`src/rtl/mac_clk_pkg.sv`:
```
// Shared definitions for the MAC clock-enable generator: speed encodings,
// divisor defaults, the priority speed decode and the channel state type.
package mac_clk_pkg;

    localparam logic [2:0] SPD_1000 = 3'b100;
    localparam logic [2:0] SPD_100  = 3'b010;
    localparam logic [2:0] SPD_10   = 3'b001;
    localparam logic [2:0] SPD_OFF  = 3'b000;

    localparam int DIV_100M_DEF     = 5;
    localparam int DIV_10M_DEF      = 50;
    localparam int CNT_W_DEF        = 6;
    localparam int LOCK_PERIODS_DEF = 4;

    typedef enum logic {
        IDLE,
        RUN
    } ch_state_t;

    // Reduce a raw select to one-hot: 1000M wins over 100M, which wins over 10M.
    function automatic logic [2:0] spd_decode(input logic [2:0] sel);
        if (sel[2])      return SPD_1000;
        else if (sel[1]) return SPD_100;
        else if (sel[0]) return SPD_10;
        else             return SPD_OFF;
    endfunction

endpackage

```
`src/rtl/mac_clk_ch.sv`:
```
// One MAC clock channel: period counter, adopted speed and (optionally) the
// lock counter. Speed changes are only adopted at the last cycle of a period.
// Optional feature: define MAC_CLK_LOCK_EN to add the lock counter and port.
module mac_clk_ch
    import mac_clk_pkg::*;
#(
    parameter int DIV_100M     = DIV_100M_DEF,
    parameter int DIV_10M      = DIV_10M_DEF,
    parameter int CNT_W        = CNT_W_DEF
`ifdef MAC_CLK_LOCK_EN
    ,
    parameter int LOCK_PERIODS = LOCK_PERIODS_DEF
`endif
) (
    input  logic       clk_125M,
    input  logic       reset,
    input  logic [2:0] speed_q,
    output logic       ce,
    output logic       clk_out,
    output logic [2:0] spd_act
`ifdef MAC_CLK_LOCK_EN
    ,
    output logic       lock
`endif
);

    ch_state_t        state, state_nxt;
    logic [CNT_W-1:0] cnt, cnt_nxt;
    logic [CNT_W-1:0] div_m1;
    logic [CNT_W-1:0] high_len;
    logic [2:0]       spd_dec, spd_nxt;
    logic             last;

    assign spd_dec = spd_decode(speed_q);

    // Period length (minus one) and high-phase length of the adopted speed.
    always_comb begin
        div_m1   = '0;
        high_len = '0;
        case (spd_act)
            SPD_1000: begin
                div_m1   = '0;
                high_len = CNT_W'(1);
            end
            SPD_100: begin
                div_m1   = CNT_W'(DIV_100M - 1);
                high_len = CNT_W'((DIV_100M + 1) / 2);
            end
            SPD_10: begin
                div_m1   = CNT_W'(DIV_10M - 1);
                high_len = CNT_W'((DIV_10M + 1) / 2);
            end
            default: ;
        endcase
    end

    // At 1000M div_m1 is 0 and cnt stays 0, so every cycle is a period end.
    assign last = (cnt == div_m1);

    // State, counter and adopted-speed register.
    // NOTE: non-blocking assignments so every register samples pre-edge values.
    always_ff @(posedge clk_125M) begin
        if (reset) begin
            state   <= IDLE;
            cnt     <= '0;
            spd_act <= SPD_OFF;
        end else begin
            state   <= state_nxt;
            cnt     <= cnt_nxt;
            spd_act <= spd_nxt;
        end
    end

    // Next state: start from IDLE, wrap or re-speed only at the end of a period.
    always_comb begin
        // NOTE: hold values assigned first so no branch leaves a latch behind.
        state_nxt = state;
        cnt_nxt   = cnt;
        spd_nxt   = spd_act;
        case (state)
            IDLE: begin
                if (spd_dec != SPD_OFF) begin
                    state_nxt = RUN;
                    spd_nxt   = spd_dec;
                    cnt_nxt   = '0;
                end
            end
            RUN: begin
                if (last) begin
                    cnt_nxt = '0;
                    if (spd_dec != spd_act) begin
                        spd_nxt = spd_dec;
                        if (spd_dec == SPD_OFF) state_nxt = IDLE;
                    end
                end else begin
                    cnt_nxt = cnt + CNT_W'(1);
                end
            end
            default: state_nxt = IDLE;
        endcase
    end

    assign ce      = (state == RUN) && (cnt == '0);
    assign clk_out = (state == RUN) && (cnt < high_len);

`ifdef MAC_CLK_LOCK_EN
    localparam int                LOCK_W   = $clog2(LOCK_PERIODS + 1);
    localparam logic [LOCK_W-1:0] LOCK_MAX = LOCK_W'(LOCK_PERIODS);

    logic [LOCK_W-1:0] lock_cnt, lock_cnt_nxt;
    logic              adopt, wrap;

    // Count unchanged wraps, saturating; any adoption or IDLE restarts the count.
    always_comb begin
        adopt        = (state == IDLE) ? (spd_dec != SPD_OFF)
                                       : (last && (spd_dec != spd_act));
        wrap         = (state == RUN) && last && (spd_dec == spd_act);
        lock_cnt_nxt = lock_cnt;
        if (adopt || (state_nxt == IDLE)) begin
            lock_cnt_nxt = '0;
        end else if (wrap && (lock_cnt != LOCK_MAX)) begin
            lock_cnt_nxt = lock_cnt + LOCK_W'(1);
        end
    end

    // Lock counter register.
    always_ff @(posedge clk_125M) begin
        if (reset) lock_cnt <= '0;
        else       lock_cnt <= lock_cnt_nxt;
    end

    assign lock = (lock_cnt == LOCK_MAX);
`endif

endmodule

```
`src/rtl/mac_clk_en_gen.sv`:
```
// Multi-channel tri-speed MAC clock-enable generator. Registers the per-channel
// speed selects and drives one independent mac_clk_ch per channel.
// Optional feature: define MAC_CLK_LOCK_EN to add the per-channel lock output.
module mac_clk_en_gen
    import mac_clk_pkg::*;
#(
    parameter int NUM_CH       = 2,
    parameter int DIV_100M     = DIV_100M_DEF,
    parameter int DIV_10M      = DIV_10M_DEF,
    parameter int CNT_W        = CNT_W_DEF
`ifdef MAC_CLK_LOCK_EN
    ,
    parameter int LOCK_PERIODS = LOCK_PERIODS_DEF
`endif
) (
    input  logic                clk_125M,
    input  logic                reset,
    input  logic [3*NUM_CH-1:0] speed,
    output logic [NUM_CH-1:0]   ce,
    output logic [NUM_CH-1:0]   clk_out,
    output logic [3*NUM_CH-1:0] spd_act
`ifdef MAC_CLK_LOCK_EN
    ,
    output logic [NUM_CH-1:0]   lock
`endif
);

    logic [3*NUM_CH-1:0] speed_q;

    // Input register: every channel decision is taken from speed_q.
    always_ff @(posedge clk_125M) begin
        if (reset) speed_q <= '0;
        else       speed_q <= speed;
    end

    for (genvar c = 0; c < NUM_CH; c++) begin : g_ch
        mac_clk_ch #(
            .DIV_100M     (DIV_100M),
            .DIV_10M      (DIV_10M),
            .CNT_W        (CNT_W)
`ifdef MAC_CLK_LOCK_EN
            ,
            .LOCK_PERIODS (LOCK_PERIODS)
`endif
        ) u_ch (
            .clk_125M (clk_125M),
            .reset    (reset),
            .speed_q  (speed_q[3*c +: 3]),
            .ce       (ce[c]),
            .clk_out  (clk_out[c]),
            .spd_act  (spd_act[3*c +: 3])
`ifdef MAC_CLK_LOCK_EN
            ,
            .lock     (lock[c])
`endif
        );
    end

endmodule

```
`config.mk`:
```
export PLATFORM = sky130hd
export DESIGN_NAME = mac_clk_en_gen
export DESIGN_NICKNAME = d
export VERILOG_FILES = /design/src/rtl/mac_clk_pkg.sv /design/src/rtl/mac_clk_ch.sv /design/src/rtl/mac_clk_en_gen.sv
export SDC_FILE = /design/constraint.sdc
export NUM_CORES = 1
export LEC_CHECK = 0
export BUFFER_PORTS_ARGS = -buffer_cell sky130_fd_sc_hd__buf_2
export CAP_MARGIN = 30
export CORE_AREA = 8 8 83 85
export DETAILED_ROUTE_END_ITERATION = 10
export DIE_AREA = 0 0 91 93
export GPL_ROUTABILITY_DRIVEN = 0
export GPL_TIMING_DRIVEN = 0
export SKIP_LAST_GASP = 1
export SLEW_MARGIN = 30
export SYNTH_ARGS = -nofsm -noshare
export SYNTH_HDL_FRONTEND = slang
export SYNTH_SLANG_ARGS = --single-unit
export TNS_END_PERCENT = 10
```
`constraint.sdc`:
```
create_clock -name clk_125M -period 5.95 [get_ports clk_125M]
set_input_delay 0 -clock clk_125M [delete_from_list [all_inputs] [get_ports clk_125M]]
set_output_delay 0 -clock clk_125M [all_outputs]
set_load 0.02 [all_outputs]
```
# Word level (Yosys, flattened, before mapping)
# Index checks and enable logic that the tools add are counted.
[classes]
addsub = 2
n_lt_le_gt_ge = 2
eq_ne = 16
muxes = 34
bitwise = 2
n_reduce_logical = 12
[ops]
columns = ["operator", "count"]
rows = [
  ["$pmux 6 s2", 4],
  ["$mux 3", 10],
  ["$pmux 5 s3", 2],
  ["$mux 6", 4],
  ["$add 6x1->6 const B", 2],
  ["$eq 6x6->1", 2],
  ["$logic_not 6->1", 2],
  ["$lt 6x5->1", 2],
  ["$pmux 3 s2", 2],
  ["$mux 1", 10],
  ["$ne 2x2->1 const B", 4],
  ["$eq 3x1->1 const B", 2],
  ["$eq 3x2->1 const B", 2],
  ["$eq 3x3->1 const B", 2],
  ["$logic_not 3->1", 2],
  ["$ne 3x3->1", 2],
  ["$reduce_and 3->1", 2],
  ["$reduce_bool 3->1", 2],
  ["$logic_and 1x1->1", 4],
  ["$ne 2x1->1 const B", 2],
  ["$pmux 1 s2", 2],
  ["$not 1->1", 2],
]
[word_totals]
regBits = 26
inputBits = 8
output_inout_bits = 10

# Depth between registers and ports, before layout
# Gate-level depths: netlist (run 1).
[depth]
word_depth = 8
depth_mapped = 7

# By module
# Synthesis (run 1) repeated with hierarchy kept, for this count alone.
[unflattened]
cells_unflattened = 212
hier_area_um2 = 1736.7
[by_module_without_submodules]
columns = ["mod", "n_inst", "cells_per_inst", "area_per_inst_um2"]
rows = [
  ["mac_clk_ch", 2, 100, 789.5],
  ["mac_clk_en_gen", 1, 12, 157.7],
]

# Worst setup path after synthesis (run 1)
# Ideal clock, no wire load.
[synth_timing]
path_type = "reg2reg"
from = "register g_ch[0].u_ch.spd_act[1]"
to = "register g_ch[0].u_ch.spd_act[0]"
t_arrival_ps = 2027
required_time_ps = 5880
slack_ps = 3853
stages_incl_launch_ff = 6
path_buffers = 0
synth_period_minus_slack_ps = 2097
cell_sequence = "dfxtp_1 > or3b_1 > xnor2_1 > o41a_1 > or4b_1 > a21oi_1"
[synth_via]
elab_chain_len = 5
word_cells_on_any_way = 8
cone_classes = "eq/ne: 6; mux: 1; reduce/logical: 1"
[synth_rtl]
columns = ["element", "line_no", "rtl"]
rows = [
  ["from (decl)", "mac_clk_ch.sv:20", "output logic [2:0] spd_act"],
  ["from (signal assigned)", "mac_clk_ch.sv:70", "spd_act <= spd_nxt;"],
  ["$eq 3x1->1 or $eq 3x2->1 (tied branches)", "mac_clk_ch.sv:40", "case (spd_act)"],
  ["$pmux 6 s2", "mac_clk_ch.sv:40", ""],
  ["$eq 6x6->1", "mac_clk_ch.sv:58", "assign last = (cnt == div_m1);"],
  ["$ne 2x2->1 (no line)", "n/a", ""],
  ["$reduce_and 3->1 (no line) *", "n/a", ""],
]
# Every way passes the cells marked *; elsewhere a longest branch is shown, timed or not.
# A chain may end at the register's enable or synchronous reset.

# Worst setup path after layout (run 1)
[layout_timing]
from = "register g_ch[0].u_ch.spd_act[1]"
to = "output clk_out[0]"
[layout_via]
elab_chain_len = 4
word_cells_on_any_way = 6
cone_classes = "order compare: 1; eq/ne: 3; mux: 1; reduce/logical: 1"
[layout_rtl]
columns = ["element", "line_no", "rtl"]
rows = [
  ["$eq 3x1->1, or another cell as far along", "mac_clk_ch.sv:40", ""],
  ["$pmux 5 s3 *", "mac_clk_ch.sv:40", ""],
  ["$lt 6x5->1 *", "mac_clk_ch.sv:104", "assign clk_out = (state == RUN) && (cnt < high_len);"],
  ["$logic_and 1x1->1 *", "mac_clk_ch.sv:104", ""],
  ["to (decl)", "mac_clk_en_gen.sv:20", "output logic [NUM_CH-1:0] clk_out,"],
]
# Marks and branches as above.

==> impl_metrics.tcl, run 1 <==
set metrics [dict create \
    status "completed" \
    multi_input_area_sq_um 976 \
    die_h_um 93 \
    dr.pass1.iters 4 \
    syn-mean-instance-area_sq_um 8.38 \
    seq_area_frac_synth_pct 32.2 \
    switching_share_pct 25.9 \
    setup_ws_ns 3.62 \
    met3_usage_pct 2.16 \
    use_met1_pct 10.9 \
    dp_hpwl_mm 2.45 \
    die_x_um 91 \
    irDropWorstVdd_mv 0.0989 \
    cts_resized 0 \
    nets 239 \
    routed_wl_mm 3.43 \
    clk_path_buf_depth 2 \
    worstSkewPairLatency_ns 0.27 \
    antenna_found_initial 0 \
    critPathCaptureType "primary output" \
    power-per-cell-area_nw_per_um2 212 \
    post-place-ws_ns 3.86 \
    htree_levels 1 \
    track_usage_pct 8.52 \
    use_met2_pct 13.7 \
    grt_pass1_vias 1340 \
    dieArea_sq_um 8460 \
    syn_nets 211 \
    via_per_inst 4.84 \
    overflow 0 \
    final_max_slew_viol_count 0 \
    areaGrowthSynthToFinish_pct 20.0 \
    drive_above_1_share_pct 16.8 \
    wl_per_cell_um 11.6 \
    max_cap_viol_count 0 \
    num_rows 28 \
    postRouteAntennaNets 0 \
    seq_area_sq_um 520 \
    relSlewSlack_pct 49.7 \
    clk_pin_slew_ns 0.09 \
    tightest_slew_ns 0.748 \
    fin_crit_ns 2.33 \
    fill_cells 616 \
    skew_ns 0.00253 \
    critical_path_arrival_ns 2.33 \
    antenna_cells 0 \
    start_util_pct 28.5 \
    synth.distinct_cells 45 \
    p_comb_share_pct 17.4 \
    crit_type "reg2out" \
    synthCells 193 \
    port_buffers 17 \
    busiest_layer "met2" \
    numClockSinks 26 \
    yosysWarnings 0 \
    routed-via-count 1429 \
    worstPathRequired_ns 5.95 \
    final_area_sq_um 1940 \
    grt_max_degree 16 \
    hold_viol 0 \
    grt_pass1_wl_mm 6.11 \
    cts_buffers 3 \
    drt_iter0_drc 61 \
    crit_fanout 8 \
    rsz0062_at_grt "false" \
    fin_tns_setup_ns 0 \
    setup_viol 0 \
    ios 18 \
    utilization_pct 34.2 \
    synth_area_sq_um 1620 \
    core-area_sq_um 5680 \
    period_share_pct 39.2 \
    cts_tree "yes" \
    leakagePower_nw 0.726 \
    pwr-share-seq_pct 46.6 \
    placedInstanceArea_sq_um 1810 \
    cts_setup_buffers 0 \
    p_sw_uw 107 \
    fmax_mhz 429 \
    hp-class "in2reg" \
    internal_power_uw 305 \
    drc_errors 0 \
    clockPowerShare_pct 36.0 \
    yosys_register_bits 26 \
    cts_root_buf "clkbuf_8" \
    startpoint_type "register" \
]
cells in the final DEF, fill, tap and decap left out, drive strengths merged, types with 2 or more instances in the layout:
| cell | instances |
|---|---|
| dfxtp | 26 |
| buf | 26 |
| a21oi | 15 |
| nand2 | 13 |
| nor2 | 12 |
| inv | 11 |
| nor3 | 10 |
| ha | 10 |
| nor2b | 8 |
| nand3 | 8 |
| nand2b | 7 |
| a31oi | 7 |
| o21ai | 7 |
| dlygate4sd3 | 6 |
| clkbuf | 6 |
| mux2i | 5 |
| xnor2 | 4 |
| or4b | 4 |
| nor3b | 4 |
| nor4 | 4 |
| xor2 | 2 |
| or3 | 2 |
| a22oi | 2 |
| o211ai | 2 |
| nand3b | 2 |
| or3b | 2 |
sequential cells by signal (all words and copies together), names as in the netlist:
signal / cells
g_ch.u_ch.cnt: 12
speed_q: 6
g_ch.u_ch.state: 2
g_ch.u_ch.spd_act: 6
per-layer routing:
metal	up-vias	wire, um
li1	746	-
met2	17	1540
met5	-	0
met1	664	1740
met3	2	121
met4	0	34
layout make-up:
class | count | area share, %
Sequential cell | 26 | 26.8
Buffer | 12 | 4.71
Timing Repair Buffer | 23 | 7.48
Clock buffer | 3 | 2.13
Tap cell | 75 | 4.84
Inverter | 11 | 2.13
Clock inverter | 1 | 1.55
Multi-Input combinational cell | 144 | 50.3
worst max-delay path, cell delays in order, from the launching register on:
cell and delay [ns]:
dfxtp_1 0.52, or3b_1 0.43, ha_1 0.30, o21ai_1 0.07, a21oi_1 0.07, a2111oi_0 0.34, buf_4 0.17, buf_2 0.15
cells in the mapped netlist (all sizes together):
cell type | number | share of area [%]
o41ai | 1 | 0.54
a22oi | 2 | 0.93
mux2i | 5 | 3.1
a31oi | 7 | 2.7
and3 | 1 | 0.46
xnor2 | 4 | 2.2
a21oi | 15 | 4.6
nand2b | 7 | 2.7
or4 | 1 | 0.46
o32ai | 1 | 0.54
ha | 10 | 7.7
nand3 | 8 | 2.5
clkbuf | 3 | 1.3
o21ai | 7 | 2.2
nand3b | 2 | 0.93
or4b | 4 | 2.5
nor4bb | 1 | 0.62
nor3b | 4 | 2.6
or3 | 2 | 0.77
a2111oi | 1 | 0.54
nor3 | 10 | 3.1
xor2 | 2 | 1.1
a31o | 1 | 0.54
inv | 11 | 2.6
a41o | 1 | 0.62
buf | 9 | 4.3
or3b | 2 | 1.1
nor2b | 8 | 3.1
nor4 | 4 | 1.5
or2 | 1 | 0.39
o41a | 1 | 0.70
dfxtp | 26 | 32
a21boi | 1 | 0.46
nand2 | 13 | 3.0
o211ai | 2 | 0.93
o2111ai | 1 | 0.54
nor2 | 12 | 2.8
o31ai | 1 | 0.46
nand4bb | 1 | 0.70
cell families after synthesis:
kind of cell             synth area share (%)
XOR/XNOR                                 3.25
buffers and inverters                    8.20
AND/OR/NAND/NOR                          29.2
adder cells (fa/ha/maj)                  7.74
multiplexers                             3.10
AO/OA/AOI/OAI                            16.3
flip-flops                               32.2
path summary, 6_finish.rpt:
check / endpoint / slack (ns) / start / depth (start not counted)
max: clk_out[0] / 3.62 / g_ch[0].u_ch.spd_act[1] / 7
min: g_ch[1].u_ch.spd_act[2] / 0.006 / reset / 3
max reg2reg: g_ch[1].u_ch.spd_act[0] / 3.80 / g_ch[1].u_ch.spd_act[0] / 6
min reg2reg: g_ch[0].u_ch.cnt[5] / 0.55 / g_ch[0].u_ch.cnt[5] / 2
what timing repair did:
item,CTS,global route
hold buffers,6,0
endpoints found under the hold margin,6,0
endpoints found under the setup margin,0,0
stage by stage:
step / power, mW / cells / hold slack, ns
after floorplan: 0.246 / 193 / 0.128
after global placement: 0.264 / 285 / 0.207
after detailed placement: 0.265 / 285 / 0.214
after CTS: 0.417 / 295 / 0.00487
after global routing: 0.435 / 295 / 0.0127
final: 0.412 / 295 / 0.00590
power groups by stage:
stage                     sequential, mW  clock (mW)  combinational (mW)
after floorplan                    0.195           0              0.0503
after global placement             0.195           0              0.0692
after detailed placement           0.196           0              0.0696
after CTS                          0.192       0.152              0.0730
after global routing               0.193       0.162              0.0803
final                              0.192       0.148              0.0717
No activity file was read; power rests on OpenSTA's default activity.
==> inputs of run 2 (changes only) <==
Settings changed: ABC_AREA set to 1, CORE_AREA 8 8 83 85 to 8 8 84 86, DIE_AREA 0 0 91 93 to 0 0 92 94.
Clock period 5.95 ns to 2.2 ns, I/O delays scaled along.
==> impl_metrics.tcl, run 2 <==
set metrics [dict create \
    status "completed" \
    start_util_pct 29.2 \
    cts_root_buf "clkbuf_8" \
    relSlewSlack_pct 64.6 \
    synth_top_family_by_area "simple AND/OR/NAND/NOR gates" \
    synth_mux_area_share_pct 0 \
    hp-class "in2reg" \
    synth.distinct_cells 31 \
    nets 289 \
    hold_buffers 6 \
    clk_path_buf_depth 2 \
    dp_hpwl_mm 2.78 \
    setup_viol 0 \
    startpoint_type "register" \
    grt_pass1_vias 1475 \
    worstPathRequired_ns 2.20 \
    htree_levels 1 \
    holdPathEnd "g_ch[1].u_ch.cnt[4]" \
    synth.top_cells.by_area "dfxtp_1, nand2_1, ha_1" \
    reg2reg_to "g_ch[1].u_ch.spd_act[2]" \
    drc_errors 0 \
    seq_area_frac_synth_pct 31.0 \
    drive_above_1_share_pct 19.3 \
    utilization_pct 34.5 \
    synth_top_cells_by_count "nand2_1, nor2_1, inv_1" \
    fin_cells 345 \
    clk_pin_slew_ns 0.09 \
    track_usage_pct 8.96 \
    dr.pass1.iters 4 \
    syn-mean-instance-area_sq_um 6.87 \
    fmax_mhz 566 \
    min-delay-start "reset" \
    cts_tree "yes" \
    period_share_pct 80.3 \
    max_cap_viol_count 0 \
    antenna_found_initial 0 \
    top_register "g_ch.u_ch.cnt" \
    skew_ns 0.00327 \
    yosys.area.top_type "dfxtp_1" \
    mostFrequentLayoutCells "nand2_1, nor2_1, inv_1, dfxtp_1, nand3_1" \
    regToRegSetupSlack_ns 0.82 \
    crit_type "reg2out" \
    synthCells 244 \
    dieArea_sq_um 8650 \
    placedInstanceArea_sq_um 1850 \
    wl_per_cell_um 10.5 \
    power-per-cell-area_nw_per_um2 727 \
    synth_flop_cell "dfxtp_1" \
    largest_register_ffs 12 \
    min_path_cells 2 \
    final_area_sq_um 1980 \
    yosysWarnings 0 \
    reg2regPathDepth 9 \
    cts_buffers 3 \
    worstReg2RegStart "g_ch[1].u_ch.state" \
    cts_resized 0 \
    routed-via-count 1519 \
    grt_max_degree 16 \
    fin_tns_setup_ns 0 \
    synth_compound_area_share_pct 7.61 \
    largestRegisters "g_ch.u_ch.cnt (12), g_ch.u_ch.spd_act (6), speed_q (6)" \
    critPathCaptureType "primary output" \
    hold_slack_ns 0.0855 \
    synth-async-reset-ratio_pct 0 \
    fill_cells 629 \
    synth_top_area_share_pct 31.0 \
    rsz0062_at_grt "false" \
    drt_iter0_drc 81 \
    cts_setup_buffers 0 \
    via_per_inst 4.40 \
    numClockSinks 26 \
    yosys_register_bits 26 \
    fin_crit_ns 1.77 \
    routed_wl_mm 3.64 \
    overflow 0 \
    critical_path_arrival_ns 1.77 \
    mostFrequentLayoutCell "nand2_1" \
    die_h_um 94 \
    leakagePower_nw 0.940 \
    crit_start "g_ch[0].u_ch.spd_act[2]" \
    postRouteAntennaNets 0 \
    synthAdderAreaFrac_pct 7.46 \
    place_inst 335 \
    synth-edff-count 0 \
    synth.most_common_cell "nand2_1" \
    hold_viol 0 \
    worstSkewPairLatency_ns 0.27 \
    antenna_cells 0 \
    areaGrowthSynthToFinish_pct 18.2 \
    syn_nets 262 \
    synthSimpleGateAreaFrac_pct 38.1 \
    irDropWorstVdd_mv 0.244 \
    die_x_um 92 \
    num_rows 28 \
    synth_area_sq_um 1680 \
    synth_xor_area_share_pct 4.18 \
    final_max_slew_viol_count 0 \
    tightest_slew_ns 0.531 \
    core-area_sq_um 5750 \
    grt_pass1_wl_mm 6.56 \
    ios 18 \
    port_buffers 16 \
    crit_fanout 6 \
]
-- run 2: kinds of logic after synthesis --
| group | count (synthesis) |
|---|---|
| AO/OA/AOI/OAI | 24 |
| buffers and inverters | 47 |
| AND/OR/NAND/NOR | 129 |
| flip-flops | 26 |
| adder cells (fa/ha/maj) | 10 |
| XOR/XNOR | 8 |
-- run 2: critical path: stages (launching register included) --
cell	delay, ns
dfxtp_1	0.38
inv_2	0.12
nand3_2	0.10
ha_1	0.30
nand2_1	0.07
nand2_1	0.04
nand2_1	0.05
nand2_1	0.04
a21oi_1	0.12
buf_4	0.12
buf_2	0.15
-- run 2: per-stage QoR --
stage / setup slack, ns / power (mW)
floorplan: 0.834 / 0.939
CTS: 0.414 / 1.46
global placement: 0.754 / 1.04
detailed placement: 0.742 / 1.05
global route: 0.268 / 1.55
finish: 0.434 / 1.44
-- run 2: area by class of cell --
class                           instances  area, sq um  share of cell area, %
Buffer                                  7         42.5                   2.15
Sequential cell                        26          520                   26.3
Multi-Input combinational cell        171          961                   48.5
Clock inverter                          1         30.0                   1.52
Timing Repair Buffer                   22          140                   7.07
Clock buffer                            3         41.3                   2.08
Tap cell                               75         93.8                   4.73
Inverter                               40          153                   7.70
-- run 2: per-layer routing --
metal | part of all wire, % | up-vias | routed length (um) | global-route usage (%)
li1 | - | 826 | - | -
met1 | 48 | 665 | 1750 | 10.8
met2 | 46 | 26 | 1660 | 15.1
met3 | 5.1 | 2 | 184 | 1.52
met5 | 0 | - | 0 | 0
met4 | 1.1 | 0 | 40 | 4.43
-- run 2: how the worst max path moves through the flow --
stage	to	slack, ns	cells after the start
final	clk_out[0]	0.43	10
after global routing	clk_out[0]	0.27	9
after CTS	clk_out[0]	0.41	9
after detailed placement	clk_out[0]	0.74	10
after global placement	clk_out[0]	0.75	9
after floorplan	clk_out[0]	0.83	8
-- run 2: report_power, final --
| group | switching [mW] | internal [mW] |
|---|---|---|
| sequential | 0.0569 | 0.507 |
| clock | 0.155 | 0.243 |
| combinational | 0.293 | 0.185 |
| total | 0.505 | 0.936 |
